$ cat src/rtl/ifetch_pkg.sv
// Shared widths, reset PC and fetch-buffer entry type for the instruction fetch request stage.
package ifetch_pkg;

  localparam int unsigned PcWidth     = 32;
  localparam int unsigned TagWidth    = 20;
  localparam int unsigned IndexWidth  = 7;
  localparam int unsigned OffsetWidth = 5;

  localparam logic [PcWidth-1:0] ResetPcDefault = 32'hBFC0_0000;

  typedef struct packed {
    logic [PcWidth-1:0] pc;
    logic [31:0]        inst;
    logic               adel;
  } fetch_entry_t;

endpackage

$ cat src/rtl/inst_fifo.sv
// Instruction buffer between Icache returns and decode; flush empties it and overrides push/pop.
module inst_fifo
  import ifetch_pkg::*;
#(
  parameter int unsigned DEPTH = 4,
  localparam int unsigned CntW = $clog2(DEPTH + 1)
) (
  input  logic            clk,
  input  logic            resetn,
  input  logic            flush,
  input  logic            push,
  input  fetch_entry_t    push_data,
  input  logic            pop,
  output fetch_entry_t    head,
  output logic [CntW-1:0] count,
  output logic            empty
);

  localparam int unsigned PtrW = $clog2(DEPTH);

  fetch_entry_t    mem_q [DEPTH];
  logic [PtrW-1:0] rd_ptr_q, wr_ptr_q;
  logic [CntW-1:0] count_q;
  logic            full, do_push, do_pop;

  assign empty   = (count_q == '0);
  assign full    = (count_q == CntW'(DEPTH));
  assign do_pop  = pop && !empty && !flush;
  assign do_push = push && !flush && (!full || do_pop);

  always_ff @(posedge clk or negedge resetn) begin
    if (!resetn) begin
      rd_ptr_q <= '0;
      wr_ptr_q <= '0;
      count_q  <= '0;
    end else if (flush) begin
      rd_ptr_q <= '0;
      wr_ptr_q <= '0;
      count_q  <= '0;
    end else begin
      if (do_pop)  rd_ptr_q <= rd_ptr_q + 1'b1;
      if (do_push) wr_ptr_q <= wr_ptr_q + 1'b1;
      count_q <= count_q + CntW'(do_push) - CntW'(do_pop);
    end
  end

  always_ff @(posedge clk) begin
    if (do_push) mem_q[wr_ptr_q] <= push_data;
  end

  // Zero the head when empty so decode never sees stale entries.
  assign head  = empty ? '0 : mem_q[rd_ptr_q];
  assign count = count_q;

endmodule

$ cat src/rtl/ifetch_req.sv
// Fetch request generator: issues Icache reads under a credit rule, pairs returns with their PCs,
// discards returns made stale by a redirect, and raises fetch address errors.
module ifetch_req
  import ifetch_pkg::*;
#(
  parameter logic [PcWidth-1:0] RESET_PC   = ResetPcDefault,
  parameter int unsigned        FIFO_DEPTH = 4,
  parameter int unsigned        MAX_OUTST  = 2
) (
  input  logic                   clk,
  input  logic                   resetn,
  input  logic                   redirect_valid,
  input  logic [PcWidth-1:0]     redirect_pc,
  output logic                   inst_valid,
  output logic                   inst_op,
  output logic [IndexWidth-1:0]  inst_index,
  output logic [TagWidth-1:0]    inst_tag,
  output logic [OffsetWidth-1:0] inst_offset,
  output logic [3:0]             inst_wstrb,
  output logic [31:0]            inst_wdata,
  input  logic                   inst_addr_ok,
  input  logic                   inst_data_ok,
  input  logic [31:0]            inst_rdata,
  output logic                   fs_valid,
  output logic [PcWidth-1:0]     fs_pc,
  output logic [31:0]            fs_inst,
  output logic                   fs_adel,
  input  logic                   ds_allowin
);

  localparam int unsigned OutstW = $clog2(MAX_OUTST + 1);
  localparam int unsigned PqPtrW = (MAX_OUTST > 1) ? $clog2(MAX_OUTST) : 1;
  localparam int unsigned CntW   = $clog2(FIFO_DEPTH + 1);

  logic               run_q;
  logic [PcWidth-1:0] pc_q, pc_d;
  logic [OutstW-1:0]  outst_q, outst_d;
  logic [OutstW-1:0]  discard_q, discard_d;
  logic               stop_q, stop_d;
  logic [PcWidth-1:0] pq_q [MAX_OUTST];
  logic [PqPtrW-1:0]  pq_rd_q, pq_rd_d, pq_wr_q, pq_wr_d;

  logic [CntW-1:0]    fifo_count;
  logic               fifo_empty, fifo_push, fifo_pop;
  fetch_entry_t       push_entry, head_entry;

  logic [31:0]        credit_used;
  logic               pc_aligned, fetch_en, req_acc, adel_push;

  function automatic logic [PqPtrW-1:0] pq_next(input logic [PqPtrW-1:0] p);
    return (32'(p) == MAX_OUTST - 1) ? '0 : p + 1'b1;
  endfunction

  // In-flight requests plus buffered entries may never exceed the buffer, so returns always fit.
  assign credit_used = 32'(outst_q) + 32'(fifo_count);
  assign pc_aligned  = (pc_q[1:0] == 2'b00);
  assign fetch_en    = run_q && !redirect_valid && !stop_q;
  assign inst_valid  = fetch_en && pc_aligned && (32'(outst_q) < MAX_OUTST) &&
                       (credit_used < FIFO_DEPTH);
  assign req_acc     = inst_valid && inst_addr_ok;
  assign adel_push   = fetch_en && !pc_aligned && (outst_q == '0) &&
                       (32'(fifo_count) < FIFO_DEPTH);

  assign inst_op     = 1'b0;
  assign inst_wstrb  = 4'h0;
  assign inst_wdata  = 32'h0;
  assign inst_offset = pc_q[OffsetWidth-1:0];
  assign inst_index  = pc_q[OffsetWidth +: IndexWidth];
  assign inst_tag    = pc_q[PcWidth-1 -: TagWidth];

  always_comb begin
    pc_d       = pc_q;
    stop_d     = stop_q;
    discard_d  = discard_q;
    pq_rd_d    = pq_rd_q;
    pq_wr_d    = pq_wr_q;
    fifo_push  = 1'b0;
    push_entry = '0;

    if (req_acc) begin
      pc_d    = pc_q + 32'd4;
      pq_wr_d = pq_next(pq_wr_q);
    end

    if (inst_data_ok) begin
      pq_rd_d = pq_next(pq_rd_q);
      if (discard_q != '0) begin
        discard_d = discard_q - 1'b1;
      end else begin
        fifo_push       = 1'b1;
        push_entry.pc   = pq_q[pq_rd_q];
        push_entry.inst = inst_rdata;
        push_entry.adel = 1'b0;
      end
    end else if (adel_push) begin
      fifo_push       = 1'b1;
      push_entry.pc   = pc_q;
      push_entry.inst = 32'h0;
      push_entry.adel = 1'b1;
      stop_d          = 1'b1;
    end

    outst_d = outst_q + OutstW'(req_acc) - OutstW'(inst_data_ok);

    // Every request still in flight after this cycle belongs to the old path.
    if (redirect_valid) begin
      pc_d      = redirect_pc;
      stop_d    = 1'b0;
      discard_d = outst_q - OutstW'(inst_data_ok);
    end
  end

  always_ff @(posedge clk or negedge resetn) begin
    if (!resetn) begin
      run_q     <= 1'b0;
      pc_q      <= RESET_PC;
      outst_q   <= '0;
      discard_q <= '0;
      stop_q    <= 1'b0;
      pq_rd_q   <= '0;
      pq_wr_q   <= '0;
    end else begin
      run_q     <= 1'b1;
      pc_q      <= pc_d;
      outst_q   <= outst_d;
      discard_q <= discard_d;
      stop_q    <= stop_d;
      pq_rd_q   <= pq_rd_d;
      pq_wr_q   <= pq_wr_d;
    end
  end

  always_ff @(posedge clk) begin
    if (req_acc) pq_q[pq_wr_q] <= pc_q;
  end

  assign fs_valid = !fifo_empty;
  assign fifo_pop = fs_valid && ds_allowin;
  assign fs_pc    = head_entry.pc;
  assign fs_inst  = head_entry.inst;
  assign fs_adel  = head_entry.adel;

  inst_fifo #(
    .DEPTH (FIFO_DEPTH)
  ) u_inst_fifo (
    .clk       (clk),
    .resetn    (resetn),
    .flush     (redirect_valid),
    .push      (fifo_push),
    .push_data (push_entry),
    .pop       (fifo_pop),
    .head      (head_entry),
    .count     (fifo_count),
    .empty     (fifo_empty)
  );

  assert property (@(posedge clk) disable iff (!resetn) inst_data_ok |-> (outst_q != '0));
  assert property (@(posedge clk) disable iff (!resetn) 32'(outst_q) <= MAX_OUTST);

endmodule

$ cat config.mk
export PLATFORM = sky130hd
export DESIGN_NAME = ifetch_req
export DESIGN_NICKNAME = d
export VERILOG_FILES = /design/src/rtl/ifetch_pkg.sv /design/src/rtl/inst_fifo.sv /design/src/rtl/ifetch_req.sv
export SDC_FILE = /design/constraint.sdc
export NUM_CORES = 1
export LEC_CHECK = 0
export CORE_MARGIN = 5
export CORE_UTILIZATION = 43
export DETAILED_ROUTE_END_ITERATION = 6
export PLACE_DENSITY = 0.66
export SKIP_LAST_GASP = 1
export SYNTH_ARGS = -nofsm -noshare
export SYNTH_HDL_FRONTEND = slang
export SYNTH_SLANG_ARGS = --single-unit
$ cat constraint.sdc
create_clock -name clk -period 3.69 [get_ports clk]
set_input_delay 0.9225 -clock clk [delete_from_list [all_inputs] [get_ports clk]]
set_output_delay 0.9225 -clock clk [all_outputs]
set_load 0.1 [all_outputs]
; Word-level counts from Yosys, hierarchy flattened
; Memory sizes are Yosys's and may differ from the RTL's.
; Cells that the tools add are included.
[classes]
n_addsub = 12
magnitude_cmp = 3
eq_ne = 2
mux = 26
n_reduce_logical = 32
[op_table]
columns = cell, n
row1 = 65-bit two-way mux, 4
row2 = 32-bit two-way mux, 2
row3 = 32-bit by 3-bit adder with 32-bit output (second input constant), 1
row4 = 1-bit logical AND, 14
row5 = 2-bit two-way mux, 7
row6 = 2-bit nonzero test, 7
row7 = 1-bit two-way mux, 12
row8 = 1-bit zero test, 5
row9 = 2-bit by 1-bit adder with 2-bit output (second input constant), 2
row10 = 2-bit by 3-bit adder with 4-bit output, 1
row11 = 2-bit zero test, 2
row12 = 4-bit by 3-bit less-than comparator with 1-bit output (second input constant), 1
row13 = 2-bit AND reduction, 2
row14 = 2-bit by 1-bit subtractor with 2-bit output, 2
row15 = 3-bit by 1-bit adder with 3-bit output, 1
row16 = 3-bit equality test (second input constant), 1
row17 = 3-bit zero test, 1
row18 = 3-bit less-than comparator (second input constant), 1
row19 = 3-bit two-way mux, 1
row20 = 3-bit by 1-bit subtractor with 3-bit output, 1
row21 = 1-bit adder (second input constant), 2
row22 = 2-bit by 1-bit adder with 2-bit output, 1
row23 = 2-bit less-than comparator (second input constant), 1
row24 = 2-bit inequality test (second input constant), 1
row25 = 2 further kinds, 2
[totals]
register_bits = 47
ram_bits = 324
input_bits = 70
output_inout_bits = 136
memories = 2
[mem_list]
columns = memory, depth, width, read_ports, rd_ports_with_merged_regs, wr, line_no
row1 = u_inst_fifo.mem_q, 4, 65, 1, 0, 1, inst_fifo.sv:21  ; fetch_entry_t mem_q [DEPTH];
row2 = pq_q, 2, 32, 1, 0, 1, ifetch_req.sv:40  ; logic [PcWidth-1:0] pq_q [MAX_OUTST];

; Logic depth before layout (Yosys ltp)
; Gate-level depths: netlist (run 1).
[logic_depth]
word_depth = 13
depth_mapped = 12
depth_no_buf = 11

; Hierarchy
; From an unflattened synthesis (run 1), not the netlist that was laid out.
[hier_totals]
cells_unflattened = 960
hier_area_um2 = 15722.6
[modules_own_cells]
columns = module, n_inst, cells_each, area_per_inst_um2
row1 = inst_fifo, 1, 459, 10282.4
row2 = ifetch_req, 1, 501, 5440.2

; Worst setup path after synthesis (run 1)
; OpenSTA, ideal clock, no wires.
[synth_timing]
path_kind = input to register
start = in redirect_valid
end = mem u_inst_fifo.mem_q[0][0] (netlist bit) (enable)
arrival_ns = 3.879
required_time_ns = 3.260
slack_ns = -0.619
stages = 5
n_path_buf = 0
path_cell_list = or4b_4 nor4b_4 a21oi_1 nor3_2 and2_1
[synth_between]
elab_chain_cells = 12
elab_cells_between_ends = 14
cone_classes = mux: 4 / reduce/logical: 10
[synth_rtl]
columns = item, line_no
row1 = "start, declared", ifetch_req.sv:12  ; input logic redirect_valid,
row2 = 1-bit zero test (*), "inst_fifo.sv:28, inst_fifo.sv:29, ifetch_req.sv:57"
row3 = 1-bit logical AND (2 in a row), ifetch_req.sv:57  ; assign fetch_en = run_q && !redirect_valid && !stop_q;
row4 = 1-bit logical AND (3 in a row), ifetch_req.sv:61  ; assign adel_push = fetch_en && !pc_aligned && (outst_q == '0) &&
row5 = 1-bit two-way mux, ifetch_req.sv:95  ; end else if (adel_push) begin
row6 = 1-bit two-way mux, ifetch_req.sv:85  ; if (inst_data_ok) begin
row7 = 1-bit logical AND, inst_fifo.sv:29  ; assign do_push = push && !flush && (!full || do_pop);
row8 = 1-bit logical AND (*), inst_fifo.sv:29
row9 = 1-bit two-way mux (*), inst_fifo.sv:48  ; if (do_push) mem_q[wr_ptr_q] <= push_data;
row10 = 1-bit two-way mux (not written as such) (*), inst_fifo.sv:48
row11 = "end, declared", inst_fifo.sv:21
; Every way passes the cells marked *; elsewhere a longest branch is shown, timed or not.

; Final worst setup path (run 1)
[layout_timing]
start = reg u_inst_fifo.rd_ptr_q[0]
end = out fs_pc[0]
[layout_between]
elab_chain_cells = 2
[layout_rtl]
columns = item, line_no
row1 = "start, declared", inst_fifo.sv:22  ; logic [PtrW-1:0] rd_ptr_q, wr_ptr_q;
row2 = "start signal, assigned", inst_fifo.sv:41  ; if (do_pop) rd_ptr_q <= rd_ptr_q + 1'b1;
row3 = memory 4 x 65 bit, --
row4 = 65-bit two-way mux, inst_fifo.sv:52  ; assign head = empty ? '0 : mem_q[rd_ptr_q];
row5 = "end, declared", ifetch_req.sv:25  ; output logic [PcWidth-1:0] fs_pc,
; Every way passes these cells.

==> results of run 1 <==
## power by group through the flow
stage               combinational, mW  sequential, mW  clock [mW]
finish                           7.22            5.23        3.66
global route                     7.52            5.27        3.95
CTS                              7.32            5.23        3.74
detailed placement               7.31            5.32           0
global placement                 7.29            5.31           0
floorplan                        4.91            5.35           0
## layout make-up
cell class,count,share of cell area
flip-flops and latches,371,0.561
multi-input cells,515,0.220
repair buffers,202,0.124
clock buffers,52,0.0537
well taps,461,0.0296
clock inverters,19,0.00809
inverters,16,0.00308
## cells in the final DEF (no fill, tap or decap), types with 3 or more instances in the layout
| master | n |
|---|---|
| mux4_2 | 65 |
| nor3_1 | 3 |
| conb_1 | 38 |
| dfstp_2 | 9 |
| and2_4 | 4 |
| clkbuf_16 | 40 |
| edfxtp_1 | 324 |
| mux2_2 | 4 |
| nand2_1 | 61 |
| o211ai_1 | 6 |
| inv_1 | 15 |
| nor2_1 | 21 |
| clkinv_1 | 7 |
| o21ai_0 | 42 |
| nand4_1 | 15 |
| clkinv_2 | 6 |
| a21oi_1 | 7 |
| buf_4 | 74 |
| nand3_1 | 23 |
| and2_1 | 70 |
| clkbuf_1 | 12 |
| xor2_1 | 11 |
| clkdlybuf4s50_1 | 67 |
| or4_1 | 3 |
| a221o_1 | 6 |
| mux2i_1 | 34 |
| and3_1 | 38 |
| a21o_1 | 4 |
| buf_12 | 59 |
| ha_1 | 12 |
| xnor2_1 | 9 |
| dfrtp_1 | 35 |
| or3_1 | 9 |
| a22oi_1 | 5 |
## per-stage QoR
stage / setup WS [ns] / hold slack (ns) / instance area (µm²)
detailed placement: 0.336 / 0.490 / 18300
global placement: 0.406 / 0.481 / 18300
finish: 0.199 / 0.441 / 19500
floorplan: 0.0781 / 0.468 / 15700
CTS: 0.138 / 0.456 / 19500
global route: 0.0683 / 0.480 / 19500
## metal layers
metal	global-route usage	vias up	routed length, µm
met5	0	-	0
met4	0.0324	0	475
met3	0.0346	34	2230
met2	0.279	303	16700
li1	-	3975	-
met1	0.238	4316	14900
## cells by family (layout without fill, tap and decap cells)
| group | Yosys count | in the layout | synth area share |
|---|---|---|---|
| compound gates | 78 | 78 | 0.0306 |
| xor+xnor | 20 | 20 | 0.0112 |
| fa+ha+maj | 13 | 13 | 0.0109 |
| buf+inv | 104 | 289 | 0.0346 |
| flops | 371 | 371 | 0.700 |
| mux | 104 | 104 | 0.119 |
| other cells | 2 | 38 | 0.000481 |
| simple gates | 262 | 262 | 0.0931 |
## worst paths after layout
kind / cells after the start / slack [ns] / endpoint
max reg2reg: 6 / 0.96 / pc_q[4]$_DFFE_PN0N_
min: 1 / 0.44 / pc_q[14]$_DFFE_PN0N_
min reg2reg: 2 / 0.50 / stop_q$_DFFE_PN0P_
min in group clk: 2 / 0.50 / stop_q$_DFFE_PN0P_
max in group asynchronous: 2 / 2.54 / pc_q[28]$_DFFE_PN1N_
max: 4 / 0.20 / fs_pc[0]
## critical path, delay by kind of cell (launching register included)
| kind | cells | cell delay, ns |
|---|---|---|
| simple gates | 1 | 0.24 |
| buf+inv | 2 | 0.56 |
| flops | 1 | 0.69 |
| mux | 1 | 0.55 |
## state kept, by name, indices dropped and copies added (netlist names), 2 cells and up
| signal | flops |
|---|---|
| u_inst_fifo.mem_q | 260 |
| pq_q | 64 |
| pc_q | 32 |
| u_inst_fifo.count | 3 |
| discard_q | 2 |
| outst_q | 2 |
| u_inst_fifo.rd_ptr_q | 2 |
| u_inst_fifo.wr_ptr_q | 2 |
==> impl_results.md, run 1 <==
- Top-count cell post-synth: edfxtp_1
- Drt total wl: 34.3 mm
- Max-cap violations: 0
- Final Max Tran Viols: 0
- Gr ovfl total: 0
- Status: complete, no violations
- Routed vias/inst: 5.27
- Dpl cells: 1565
- R2r startpoint: u_inst_fifo.count[2]$_DFF_PN0_
- Number of DRC markers in iteration 0: 505
- Post-synth EDFFs: 324
- Worst skew pair latency: 0.53 ns
- P per Cell Area: 827 nW/µm²
- Net switching power: 6.76 mW
- Fin cells: 1636
- Final setup fails: 0
- Post-synthesis async set-or-reset flop share: 0.127
- Max_slew headroom: 0.265
- VDD IR max: 0.000522 V
- Die area: 40200 µm²
- FF/Latch Area: 10900 µm²
- Post-CTS setup buffer count: 0
- Core Area: 35700 µm²
- Hold crit path type: in -> async
- Nets: 1228
- CTS sink count: 371
- Crit-path max FO: 18
- RSZ-0062 raised after global routing: no
- Worst path cell trace: buf_4 -> mux4_2 -> and2_1 -> buf_12
- CP Launch Type: flip-flop
- Initial antenna violation count: 0
- Period utilization: 0.946
- Worst endpoint required time: 2.77 ns
- Worst slew pin tran: 1.10 ns
- Setup CP Type: reg -> out
- Final Skew: 0.0222 ns
- Final ANT Viol Nets: 0
- Placer Congestion: 0.759
- I/O pin total: 206
- Syn Area/Cell: 16.4 µm²
- Root Driver: clkbuf_16
- CTS tree: built
- Clock slew at reported path FFs: 0.06 ns
- Post-synth top area share: 0.624
- Drt drc: 0
- Clock Path Buffers: 3
- Fraction of layout cells with a size suffix above 1: 0.238
- Post-Syn Instances: 954
- Max Fclk: 0.286 GHz
- CP peak stage delay: 0.69 ns
- Area leader, netlist: edfxtp_1
- Fill cell count: 2816
- Clk pwr share: 0.227
- Int Pwr: 9.35 mW
- Fin util: 0.546
- Total track usage: 0.169
- TritonCTS Buffers: 39
- WL per Instance: 21.0 µm
- Seq/Total Area, Yosys: 0.700
- Die W: 200 µm
- Leading post-synthesis cells by cell area: edfxtp_1 62%, mux4_2 9.4%, dfrtp_1 6.1%
- Hold Buf Count CTS: 0
- Synth warnings: 0
- H-tree levels: 2
- Largest net degree at the start of global routing: 68
- Area of the mapped netlist: 15600 µm²
- DR pass1 iterations: 5
- Min Tclk post-route: 3.49 ns
- Detailed placement HPWL: 22.3 mm
- P_leak: 6.95 nW
- Total power: 16.1 mW
- Initial Util: 0.438
- Net Sw Frac: 0.420
- # port buffers: 168
- Worst Setup SP: u_inst_fifo.rd_ptr_q[0]$_DFFE_PN0P_
- Post-synth cell types: 50
- Vias in the first global route: 9055
- Inserted Diodes: 0
- Top FF cell, synth: edfxtp_1
- Fin. Hold Viols: 0
- Die Y-Extent: 200 µm
- Worst path slowest cell: dfrtp_4
- Flops & latches, synth: 371
- Most instantiated cells after synthesis: 324 x edfxtp_1, 74 x and2_1, 65 x mux4_2
- Via count: 8628
- Sequential share of power: 0.324
- Area Growth Syn to Fin: 24.9%
- Combinational group share of total power: 0.448
- Fin Setup TNS: 0 ns
- First-pass GRT wire length: 54.4 mm
- Critical Path End Type: primary output
- CTS-repair resized insts: 0
- Row count: 69
- Worst path arrival time: 2.57 ns
- Multi-input gate area: 4290 µm²
(Power assumes the default switching activity.)
==> inputs of run 2 (changes only) <==
Settings changed: CTS_BUF_LIST from default to sky130_fd_sc_hd__clkbuf_16, GPL_TIMING_DRIVEN from default to 0.
==> run 2 against run 1 <==
Net effect: first-iteration DRC count grew 23%; fmax down 4.3%; sequential cell count stayed put; combinational power shrank 10%; count of clock-buffer cells in the layout fell by 12; non-clock buffer count grew 62; hold slack worse by 0.079 ns; register-to-register slack got worse by 0.54 ns; routed wire length increased by 3.0%; global-route usage is 0.55 points higher; critical endpoint is now inst_valid; largest power group unchanged.
==> impl_results.md, run 2 (same netlist as run 1, synthesis figures left out) <==
- Status: complete, no violations
- CTS sink count: 371
- H-tree levels: 2
- First-pass GRT wire length: 56.0 mm
- I/O pin total: 206
- Number of DRC markers in iteration 0: 619
- Most flops, register: u_inst_fifo.mem_q
- Total track usage: 0.175
- # port buffers: 168
- Worst endpoint required time: 2.77 ns
- CP peak stage delay: 0.60 ns
- Final Max Tran Viols: 0
- Hold crit path type: in -> async
- Clock slew at reported path FFs: 0.06 ns
- Hold Buf Count CTS: 0
- Fin util: 0.545
- Setup CP Type: in -> out
- CTS tree: built
- CP Launch Type: input port
- Row count: 69
- P per Cell Area: 797 nW/µm²
- Fin cells: 1698
- Routed vias/inst: 5.25
- Area Growth Syn to Fin: 24.6%
- VDD IR max: 0.000342 V
- Worst skew pair latency: 0.54 ns
- Root Driver: clkbuf_16
- Commonest non-fill, non-tap cells in the layout: 324 x edfxtp_1, 100 x clkdlybuf4s50_1, 70 x and2_1
- Via count: 8915
- Die area: 40200 µm²
- Fin. Hold Viols: 0
- Vias in the first global route: 9599
- Initial Util: 0.438
- Worst path arrival time: 2.73 ns
- Fraction of layout cells with a size suffix above 1: 0.224
- Nets: 1290
- RSZ-0062 raised after global routing: no
- Core Area: 35700 µm²
- Max FFs per register: 260
- Final setup fails: 0
- P_leak: 7.04 nW
- Final ANT Viol Nets: 0
- Drt total wl: 35.3 mm
- Inserted Diodes: 0
- Min Tclk post-route: 3.65 ns
- Max_slew headroom: 0.233
- Worst Setup Slack post-DPL: -1.23 ns
- Commonest non-fill, non-tap cell in the layout: edfxtp_1
- Period utilization: 0.989
- Initial antenna violation count: 0
- Critical Path End Type: primary output
- Dpl cell area: 18200 µm²
- Design Area, Final: 19400 µm²
- Worst path slowest cell: or4b_4
- Clock Path Buffers: 3
- Worst path cell trace: clkdlybuf4s50_1 -> or4b_4 -> nor4_4 -> clkbuf_8 -> buf_8
- Worst slew pin tran: 1.14 ns
- Crit-path max FO: 3
- Detailed placement HPWL: 23.7 mm
- FF-to-FF setup slack: 0.42 ns
- DR pass1 iterations: 5
- Largest net degree at the start of global routing: 56
- Worst Hold Slack: 0.363 ns
- Final Skew: 0.0264 ns
- Largest regs: u_inst_fifo.mem_q x260, pq_q x64, pc_q x32
- Drt drc: 0
- Die Y-Extent: 200 µm
- Placer Congestion: 0.808
- Max-cap violations: 0
- Gr ovfl total: 0
- Final worst slack: 0.0423 ns
- Max Fclk: 0.274 GHz
- WL per Instance: 20.8 µm
- Die W: 200 µm
- Dpl cells: 1625
- TritonCTS Buffers: 39
## run 2: cell count changes in the layout (fill, tap and decap cells not counted), sizes merged
cell / before / now
clkdlybuf4s15: 0 / 30
dlygate4sd2: 0 / 4
inv: 17 / 28
clkinvlp: 1 / 0
buf: 135 / 87
bufinv: 2 / 6
clkbuf: 52 / 83
clkdlybuf4s50: 67 / 100
clkinv: 15 / 13
## run 2: critical path, delay by kind of cell
kind / cells / cell delay, ns
AND/OR/NAND/NOR: 2 / 0.89
buffers and inverters: 3 / 0.91
## run 2: layout make-up
class,count,area [µm²]
Buffer,87,526
Clock buffer,40,1000
Clock inverter,31,308
Fill cell,2906,16200
Inverter,16,60.1
Multi-Input combinational cell,515,4310
Sequential cell,371,10900
Tap cell,461,577
Timing Repair Buffer,177,1730
## run 2: where the power goes
group | internal [mW] | leakage, nW | switching [mW]
clock | 2.39 | 0.687 | 1.56
combinational | 1.56 | 2.81 | 4.92
sequential | 4.89 | 3.54 | 0.176
total | 8.84 | 7.04 | 6.65
## run 2: repair_timing
action,CTS,global route
resized for setup,258,28
setup buffers,2,1
pin swaps,2,1
setup endpoints to repair,241,215
## run 2: final timing paths
check                                        to  depth (start not counted)                  from
max                                  inst_valid                          5        redirect_valid
min                         pc_q[5]$_DFFE_PN0N_                          1                resetn
max reg2reg                pq_q[0][4]$_DFFE_PP_                         10  outst_q[1]$_DFF_PN0_
min reg2reg                  stop_q$_DFFE_PN0P_                          2    stop_q$_DFFE_PN0P_
max in group asynchronous  pc_q[29]$_DFFE_PN1N_                          2                resetn
min in group clk             stop_q$_DFFE_PN0P_                          2    stop_q$_DFFE_PN0P_
## run 2: metrics by stage
stage,TNS (ns),power (mW)
after CTS,-1.36,15.7
after global placement,-458.75,11.9
after detailed placement,-198.06,11.9
after global routing,0,16.1
after floorplan,0,10.3
final,0,15.5
## run 2: routing by layer
metal  GRT usage  up-vias  part of all wire
met3      0.0354       39             0.063
met2       0.285      306              0.48
met1       0.249     4485              0.45
met5           0        -                 0
li1            -     4085                 -
met4      0.0359        0             0.014
==> inputs of run 3 (changes only) <==
Settings changed: DONT_BUFFER_PORTS from default to 1, PLACE_DENSITY 0.66 to default, PLACE_DENSITY_LB_ADDON from default to 0.2.
==> run 3 against run 2 <==
Net effect: sequential cell count did not move; largest power group unchanged; count of clock-buffer cells in the layout rose by 3; routed wire length shrank 0.78%; register-to-register slack worse by 0.13 ns; clock skew down 0.010 ns; core utilization shrank 4.5 points; hold slack lost 0.28 ns; combinational power shrank 12%; sequential share of layout area up 5.1 points; clock power decreased by 6.1%; largest cell class unchanged; non-clock buffer count is 172 lower; critical endpoint is now fs_pc[16]; first-iteration DRC count is 32% lower.
==> impl_results.md, run 3 (same netlist as run 1, synthesis figures left out) <==
- Status: complete, no violations
- Commonest non-fill, non-tap cell in the layout: edfxtp_1
- Initial Util: 0.438
- Initial antenna violation count: 2
- Setup CP Type: reg -> out
- Crit-path max FO: 10
- Fill cell count: 3030
- Final Max Tran Viols: 0
- Max-cap violations: 0
- Number of DRC markers in iteration 0: 421
- DR top layer: met5
- Largest regs: u_inst_fifo.mem_q x260, pq_q x64, pc_q x32
- Drt total wl: 35.0 mm
- Design Area, Final: 17800 µm²
- Worst slew pin tran: 1.25 ns
- Placer Congestion: 0.795
- Area Growth Syn to Fin: 14.3%
- Root Driver: clkbuf_16
- Total track usage: 0.171
- Core Area: 35700 µm²
- VDD IR max: 0.000423 V
- Die W: 200 µm
- Die Y-Extent: 200 µm
- Drt drc: 0
- P_leak: 6.32 nW
- WL per Instance: 22.9 µm
- Most flops, register: u_inst_fifo.mem_q
- CTS tree: built
- Gr ovfl total: 0
- Nets: 1120
- Fin cells: 1529
- Fraction of layout cells with a size suffix above 1: 0.246
- Via count: 8291
- CTS sink count: 371
- Fin. Hold Viols: 0
- Worst path slowest cell: and2_2
- Period utilization: 0.949
- First-pass GRT wire length: 54.0 mm
- Worst endpoint required time: 2.77 ns
- TritonCTS Buffers: 41
- Die area: 40200 µm²
- Clock Path Buffers: 3
- Fin util: 0.500
- Routed length on met2: 16.7 mm
- Final ANT Viol Nets: 0
- Largest net degree at the start of global routing: 53
- Metal3 WL: 2.40 mm
- RSZ-0062 raised after global routing: no
- Final setup fails: 0
- Worst path arrival time: 2.58 ns
- Multi-input gate area: 4390 µm²
- I/O pin total: 206
- FF/Latch Area: 10900 µm²
- Max_slew headroom: 0.170
- Dpl cells: 1456
- DR pass1 iterations: 5
- Row count: 69
- # port buffers: 0
- P per Cell Area: 828 nW/µm²
- Commonest non-fill, non-tap cells in the layout: 324 x edfxtp_1, 65 x mux4_2, 61 x nand2_1
- Worst skew pair latency: 0.52 ns
- Hold crit path type: in -> async
- Detailed placement HPWL: 23.0 mm
- Worst Hold Slack: 0.0875 ns
- Vias in the first global route: 8560
- Max Fclk: 0.286 GHz
- Max FFs per register: 260
- Critical Path End Type: primary output
- H-tree levels: 2
- Worst path cell trace: or3_4 -> clkbuf_2 -> clkbuf_1 -> and2_2
- CP Launch Type: flip-flop
- Final Skew: 0.0162 ns
- Met1 Wirelength: 15.3 mm
- Dpl cell area: 16500 µm²
- CP peak stage delay: 0.59 ns
- Routed vias/inst: 5.42
- Clock slew at reported path FFs: 0.06 ns
- Min Tclk post-route: 3.50 ns
## run 3: repair_timing
item / CTS / global route
hold buffers: 0 / 0
setup endpoints to repair: 162 / 15
setup buffers: 0 / 0
resized for setup: 84 / 8
## run 3: final timing paths
kind,startpoint,endpoint,slack (ns),cells past startpoint
max in group asynchronous,resetn,pc_q[27]$_DFFE_PN1N_,3.41,0
worst max-delay path,u_inst_fifo.count[1]$_DFF_PN0_,fs_pc[16],0.19,4
worst min-delay path,resetn,pc_q[4]$_DFFE_PN0N_,0.09,0
worst min register to register,stop_q$_DFFE_PN0P_,stop_q$_DFFE_PN0P_,0.50,2
worst max register to register,u_inst_fifo.count[2]$_DFF_PN0_,u_inst_fifo.mem_q[1][26]$_DFFE_PP_,0.29,6
min in group clk,stop_q$_DFFE_PN0P_,stop_q$_DFFE_PN0P_,0.50,2
## run 3: report_power, final
part | leakage [nW] | switching [mW] | internal, mW
Sequential | 3.54 | 0.459 | 4.89
Clock | 0.661 | 1.55 | 2.16
Combinational | 2.11 | 4.55 | 1.15
## run 3: layout make-up
cell class | instances | share of cell area
clock buffer | 43 | 0.0604
antenna | 1 | 0.000140
timing repair buffer | 5 | 0.00772
inverter | 16 | 0.00337
buffer | 87 | 0.0284
clock inverter | 30 | 0.00870
multi-input combinational | 515 | 0.246
tap | 461 | 0.0324
sequential | 371 | 0.613
## run 3: routing by layer
metal | GRT usage | vias to the layer above
met5 | 0 | -
met4 | 0.0401 | 2
met3 | 0.0449 | 48
met2 | 0.270 | 274
met1 | 0.242 | 4212
li1 | - | 3755
## run 3: critical path: cells and delay by family, from the launching register on
family	cells	cell delay, ns
DFF	1	0.46
buffers and inverters	2	0.74
and+or+nand+nor	2	0.85
## run 3: per-stage QoR
stage	power, mW	setup TNS, ns	worst slack (ns)
2_1_floorplan	10.3	0	0.0781
3_3_place_gp	11.0	-294.43	-1.04
3_5_place_dp	11.1	-37.78	-0.368
4_1_cts	14.9	0	0.0124
5_1_grt	15.3	0	0.0120
6_report	14.8	0	0.189
